--- config.mk ---
export PLATFORM = sky130hd
export DESIGN_NAME = dm_access_unit
export DESIGN_NICKNAME = d
export VERILOG_FILES = /design/src/rtl/dm_access_unit.sv
export SDC_FILE = /design/constraint.sdc
export NUM_CORES = 1
export LEC_CHECK = 0
export CORE_MARGIN = 4
export CORE_UTILIZATION = 39
export DETAILED_ROUTE_END_ITERATION = 10
export HOLD_SLACK_MARGIN = 0.12
export MAX_ROUTING_LAYER = met4
export PLACE_DENSITY = 0.82
export RECOVER_POWER = 100
export SETUP_SLACK_MARGIN = 0.05
export SKIP_CTS_REPAIR_TIMING = 1
export SLEW_MARGIN = 0
export SYNTH_ARGS = -nofsm -noshare
export SYNTH_HDL_FRONTEND = slang
export SYNTH_SLANG_ARGS = --single-unit
--- constraint.sdc ---
create_clock -name clk -period 3.9 [get_ports clk]
set_clock_uncertainty 0.15 [all_clocks]
set_input_delay 1.17 -clock clk [delete_from_list [all_inputs] [get_ports clk]]
set_output_delay 1.17 -clock clk [all_outputs]
set_load 0.02 [all_outputs]
--- src/rtl/dm_access_unit.sv ---
// Multi-cycle data-memory access unit: byte/half/word loads and stores onto a word-wide RAM.
// Optional macro DM_MISALIGN_SPLIT_EN: misaligned half/word allowed, word-crossing accesses take two beats.
module dm_access_unit #(
    parameter int ADDR_W     = 32,
    parameter int RD_LATENCY = 1
) (
    input  logic              clk,
    input  logic              rst,
    input  logic              req_valid,
    output logic              req_ready,
    input  logic              req_we,
    input  logic [ADDR_W-1:0] req_addr,
    input  logic [31:0]       req_wdata,
    input  logic [2:0]        req_type,
    output logic              rsp_valid,
    output logic [31:0]       rsp_rdata,
    output logic              rsp_fault,
    output logic              mem_en,
    output logic [3:0]        mem_wea,
    output logic [ADDR_W-3:0] mem_addr,
    output logic [31:0]       mem_wdata,
    input  logic [31:0]       mem_rdata
);

`ifdef DM_MISALIGN_SPLIT_EN
    localparam int LANES = 8;
`else
    localparam int LANES = 4;
`endif
    localparam int LANE_BITS = 8 * LANES;
    localparam int WA_W      = ADDR_W - 2;
    localparam logic [2:0] LAT = 3'(RD_LATENCY);

    typedef enum logic [2:0] {
        IDLE  = 3'd0,
        BEAT0 = 3'd1,
        WAIT0 = 3'd2,
        BEAT1 = 3'd3,
        WAIT1 = 3'd4,
        DONE  = 3'd5
    } state_t;

    state_t state, state_nxt;
    logic [2:0] cnt, cnt_nxt;

    logic                 accept;
    logic [2:0]           size_req;
    logic [1:0]           off_req;
    logic [LANES-1:0]     ones_req;
    logic [LANES-1:0]     mask_req;
    logic [LANE_BITS-1:0] lane_req;
    logic                 misalign_req;
    logic                 fault_req;

    logic [WA_W-1:0] addr_q;
    logic [1:0]      off_q;
    logic [2:0]      type_q;
    logic            we_q;
`ifdef DM_MISALIGN_SPLIT_EN
    logic            cross_q;
    logic [3:0]      mask_hi_q;
    logic [31:0]     lane_hi_q;
    logic [31:0]     lo_q;
`endif

    logic [LANE_BITS-1:0] pair;
    logic            mem_en_nxt;
    logic [3:0]      mem_wea_nxt;
    logic [WA_W-1:0] mem_addr_nxt;
    logic [31:0]     mem_wdata_nxt;
    logic            rsp_valid_nxt;
    logic            rsp_fault_nxt;
    logic [31:0]     rsp_rdata_nxt;

    function automatic logic [31:0] load_extend(input logic [31:0] word, input logic [2:0] typ);
        logic signed [15:0] half_s;
        logic signed [7:0]  byte_s;
        logic signed [31:0] ext_s;
        half_s = word[15:0];
        byte_s = word[7:0];
        ext_s  = $signed(word);
        case (typ)
            3'b001:  ext_s = 32'(half_s);
            3'b010:  ext_s = $signed({16'd0, word[15:0]});
            3'b011:  ext_s = 32'(byte_s);
            3'b100:  ext_s = $signed({24'd0, word[7:0]});
            default: ext_s = $signed(word);
        endcase
        return ext_s;
    endfunction

    // Realign the captured beat(s) so the addressed byte sits at bit 0, then extend.
    function automatic logic [31:0] align_load(input logic [LANE_BITS-1:0] words,
                                               input logic [1:0] off,
                                               input logic [2:0] typ);
        logic [31:0] word;
        word = 32'(words >> {off, 3'b000});
        return load_extend(word, typ);
    endfunction

    assign req_ready = (state == IDLE) || (state == DONE);
    assign accept    = req_valid && req_ready;
    assign off_req   = req_addr[1:0];

    always_comb begin
        size_req = 3'd1;
        case (req_type)
            3'b000:         size_req = 3'd4;
            3'b001, 3'b010: size_req = 3'd2;
            default:        size_req = 3'd1;
        endcase
        ones_req = (LANES'(1) << size_req) - LANES'(1);
        mask_req = ones_req << off_req;
        lane_req = LANE_BITS'(req_wdata) << {off_req, 3'b000};
    end

`ifdef DM_MISALIGN_SPLIT_EN
    assign misalign_req = 1'b0;
`else
    assign misalign_req = ((req_type == 3'b000) && (off_req != 2'b00)) ||
                          (((req_type == 3'b001) || (req_type == 3'b010)) && off_req[0]);
`endif
    assign fault_req = (req_type > 3'b100) || misalign_req;

    // Word pair seen by the final capture: current RAM data as hi for split loads.
    always_comb begin
`ifdef DM_MISALIGN_SPLIT_EN
        pair = (state == WAIT1) ? {mem_rdata, lo_q} : {32'd0, mem_rdata};
`else
        pair = mem_rdata;
`endif
    end

    always_comb begin
        state_nxt     = state;
        cnt_nxt       = cnt;
        mem_en_nxt    = 1'b0;
        mem_wea_nxt   = 4'b0000;
        mem_addr_nxt  = '0;
        mem_wdata_nxt = 32'd0;
        rsp_valid_nxt = 1'b0;
        rsp_fault_nxt = 1'b0;
        rsp_rdata_nxt = 32'd0;
        case (state)
            IDLE, DONE: begin
                state_nxt = IDLE;
                if (req_valid) begin
                    if (fault_req) begin
                        state_nxt     = DONE;
                        rsp_valid_nxt = 1'b1;
                        rsp_fault_nxt = 1'b1;
                    end else begin
                        state_nxt    = BEAT0;
                        mem_en_nxt   = 1'b1;
                        mem_addr_nxt = req_addr[ADDR_W-1:2];
                        if (req_we) begin
                            mem_wea_nxt   = mask_req[3:0];
                            mem_wdata_nxt = lane_req[31:0];
                        end
                    end
                end
            end
            BEAT0: begin
                if (we_q) begin
`ifdef DM_MISALIGN_SPLIT_EN
                    if (cross_q) begin
                        state_nxt     = BEAT1;
                        mem_en_nxt    = 1'b1;
                        mem_addr_nxt  = addr_q + WA_W'(1);
                        mem_wea_nxt   = mask_hi_q;
                        mem_wdata_nxt = lane_hi_q;
                    end else
`endif
                    begin
                        state_nxt     = DONE;
                        rsp_valid_nxt = 1'b1;
                    end
                end else begin
                    state_nxt = WAIT0;
                    cnt_nxt   = 3'd1;
                end
            end
            WAIT0: begin
                if (cnt == LAT) begin
`ifdef DM_MISALIGN_SPLIT_EN
                    if (cross_q) begin
                        state_nxt    = BEAT1;
                        mem_en_nxt   = 1'b1;
                        mem_addr_nxt = addr_q + WA_W'(1);
                    end else
`endif
                    begin
                        state_nxt     = DONE;
                        rsp_valid_nxt = 1'b1;
                        rsp_rdata_nxt = align_load(pair, off_q, type_q);
                    end
                end else begin
                    cnt_nxt = cnt + 3'd1;
                end
            end
`ifdef DM_MISALIGN_SPLIT_EN
            BEAT1: begin
                if (we_q) begin
                    state_nxt     = DONE;
                    rsp_valid_nxt = 1'b1;
                end else begin
                    state_nxt = WAIT1;
                    cnt_nxt   = 3'd1;
                end
            end
            WAIT1: begin
                if (cnt == LAT) begin
                    state_nxt     = DONE;
                    rsp_valid_nxt = 1'b1;
                    rsp_rdata_nxt = align_load(pair, off_q, type_q);
                end else begin
                    cnt_nxt = cnt + 3'd1;
                end
            end
`endif
            default: state_nxt = IDLE;
        endcase
    end

    always_ff @(posedge clk or posedge rst) begin
        if (rst) begin
            state     <= IDLE;
            cnt       <= 3'd0;
            mem_en    <= 1'b0;
            mem_wea   <= 4'b0000;
            mem_addr  <= '0;
            mem_wdata <= 32'd0;
            rsp_valid <= 1'b0;
            rsp_fault <= 1'b0;
            rsp_rdata <= 32'd0;
        end else begin
            state     <= state_nxt;
            cnt       <= cnt_nxt;
            mem_en    <= mem_en_nxt;
            mem_wea   <= mem_wea_nxt;
            mem_addr  <= mem_addr_nxt;
            mem_wdata <= mem_wdata_nxt;
            rsp_valid <= rsp_valid_nxt;
            rsp_fault <= rsp_fault_nxt;
            rsp_rdata <= rsp_rdata_nxt;
        end
    end

    // Request fields are held here for the rest of the access.
    always_ff @(posedge clk) begin
        if (accept) begin
            addr_q    <= req_addr[ADDR_W-1:2];
            off_q     <= off_req;
            type_q    <= req_type;
            we_q      <= req_we;
`ifdef DM_MISALIGN_SPLIT_EN
            cross_q   <= |mask_req[7:4];
            mask_hi_q <= mask_req[7:4];
            lane_hi_q <= lane_req[63:32];
`endif
        end
`ifdef DM_MISALIGN_SPLIT_EN
        if ((state == WAIT0) && (cnt == LAT)) begin
            lo_q <= mem_rdata;
        end
`endif
    end

endmodule

==> impl_results.md <==
* Status: completed
* Reg power frac at 0.335
* VDD IR max at approximately 0.42 mV
* Vias at about 4100
* Longest Clk Path Bufs at 2
* CP endpoint kind: output port
* Initial antenna violation count at 0
* Final routed DRC violation total at 0
* DR WL/cell at between 15 and 20 um
* Cell variety after synth at 47
* Die width at approximately 120 um
* Dpl ws at between 0.4 and 0.5 ns
* CP required at approximately 2.6 ns
* Setup_tns at 0 ns
* Power Total at ~4.3 mW
* Core box area at 12200 um^2
* Post-route ant nets at 0
* DR vias/cell at 5.04
* Setup WS post-layout at around 0.56 ns
* Worst hold start: cnt[1]
* Fraction of layout cells with a size suffix above 1 at 0.0842
* Final Hold Vio Count at 0
* RSZ-0062 raised after global routing: no
* Max Cap Viol at 0
* Gr usage total at 0.217
* Worst endpoint data arrival time at between 2 and 2.5 ns
* GRT overflow at 0
* Num rows at 40
* Root Driver: clkbuf_16
* Achievable Freq at roughly 300 MHz
* Effective utilization at floorplan at 0.403
* Post-Syn Nets at about 540
* R2r endpoint: rsp_rdata[17]
* P_sw at about 1.3 mW
* Reg clk slew, reported paths at approximately 0.050 ns
* Post-synth EDFFs at 6
* Hold WC Path Type: reg -> reg
* CTS Buf Count at 17
* Leakage at between 3 and 4 nW
* R2r worst-path depth at 5
* Chip height at around 120 um
* Delay-heaviest family, CP: buffers and inverters
* Iteration-0 DRC Markers at roughly 260
* Initial DRT Pass Iterations at 4
* Slew HR at 0.0520
* PD cells at 560 nW/um^2
* Commonest non-fill, non-tap cell in the layout: dlygate4sd3_1
* Clock Sink Count at 113
* Least-Margin Pin Slew at 1.42 ns
* Ys Warns at 0
* Hold Path Stages at 2
* Final Critical Period at 3.34 ns
* Reg2Reg Setup Slack at about 1.2 ns
* Mapped Avg Cell Area at roughly 11 um^2
* Hpwl dp at roughly 10000 um
* GPL Wtd Cong at about 0.86
* Most frequent cells in the layout: dlygate4sd3_1 (111), dfrtp_1 (107), clkdlybuf4s50_1 (92), nor2_1 (47), mux2i_1 (33)
* Comb pwr share at 0.268
* Post-synthesis cell area at around 4900 um^2
* Crit-path cells: xor2_1, nor2_1, dlygate4sd3_1
* CP max stage delay at between 0.6 and 0.7 ns
* Mapped Cells at 431
* Yosys reg bits at 113
* Net Sw Frac at 0.309
* Routed WL at 14500 um
* Critical R2R Launch: off_q[1]
* Antenna cells at 0
* Maximum fanout along the worst path at 12
* Die area at around 14000 um^2
* FFs w/ async S/R, synth at 0.947
* # nets final at ~730
* Tcrit/Tclk final at 0.856
* Largest net degree at the start of global routing at between 100 and 150
* Syn-to-layout area delta at 56.5%
* Pint at ~3 mW
* WP buf/inv at 1
* I/O Pins at around 210
* Critical path class: reg -> out
* Slew Limit Fails at 0
* Critical path's slowest cell: dlygate4sd3_1
* Final setup fails at 0
* Vias in the first global route at between 4000 and 5000
* Max H-tree Level at 4
* First-pass GRT wire length at 23500 um
* Top FF cell, synth: dfrtp_1
* Worst Hold Path EP: cnt[1]
* CTS tree: built
* Clock share of power at 0.397
* Setup crit start kind: flip-flop
* Worst-Skew Late Latency at between 0.4 and 0.5 ns
* Post-synthesis sequential area ratio at 0.583
* Number of port buffers at roughly 200
Yosys cell counts, drive strengths merged, types with 4 or more instances:
cell type	count	area, um^2
dfrtp	107	2680
nor2	57	239
mux2i	33	330
a211oi	30	225
a21oi	30	150
and2	30	188
nor2b	20	125
clkbuf	18	67.6
nand2	16	60.1
buf	14	87.6
nor3	12	65.1
nor4b	8	82.6
o2bb2ai	7	61.3
edfxtp	6	180
inv	6	22.5
o21ai	6	30.0
nor3b	4	41.3
worst max path at each step:
stage          slack [ns]            to       from  cells after the start
5_1_grt              0.46     req_ready   state[2]                      3
2_1_floorplan        1.29        cnt[0]        rst                      1
3_5_place_dp         0.48  mem_wdata[1]  req_valid                      4
6_report             0.56     req_ready   state[2]                      3
4_1_cts              0.65     req_ready   state[2]                      3
3_3_place_gp         0.61  mem_wdata[2]  req_valid                      4
metal layers:
layer,GRT usage,part of all wire
met4,0.0766,0.023
met1,0.241,0.38
met3,0.106,0.11
met2,0.342,0.49
met5,-,0
power groups by stage:
stage / registers (mW) / logic [mW] / clock network, mW
global route: 1.47 / 1.25 / 1.79
detailed placement: 1.47 / 1.21 / 0
floorplan: 1.55 / 0.624 / 0
finish: 1.44 / 1.15 / 1.71
CTS: 1.45 / 1.22 / 1.73
global placement: 1.46 / 1.19 / 0
tightest hold or removal path, stage by stage (launching register included):
cell,delay [ns]
dfrtp_1,0.37
o21ai_0,0.09
o41ai_1,0.08
flip-flops by register name, summed over array words and instances, names as in the netlist:
register	cells
mem_en	1
cnt	3
state	3
mem_addr	30
rsp_fault	1
we_q	1
off_q	2
type_q	3
rsp_valid	1
rsp_rdata	32
mem_wdata	32
mem_wea	4
logic make-up after synthesis:
logic type	Yosys count	synth area share
AOI/OAI and AO/OA	84	0.117
xor gates and xnor gates	2	0.00357
adders and majority gates	3	0.00714
buffers and inverters	38	0.0362
DFF	113	0.583
muxes	35	0.0742
and+or+nand+nor	156	0.179
per-stage QoR:
step	instances	instance area, um^2	hold slack (ns)	util
final	809	7670	0.426	0.631
after global routing	809	7670	0.476	0.631
after CTS	809	7710	0.423	0.634
after detailed placement	777	7060	0.411	0.580
after global placement	777	7060	0.374	0.580
after floorplan	431	4910	0.350	-
final cells by class:
class                   instances  area, um^2
well taps                     168         210
multi-input cells             280        1850
inverters                       6        26.3
flip-flops and latches        113        2860
fillers                       941        4490
clock inverters                13         210
clock buffers                  19         443
repair buffers                210        2080
No activity file was read; power rests on OpenSTA's default activity.
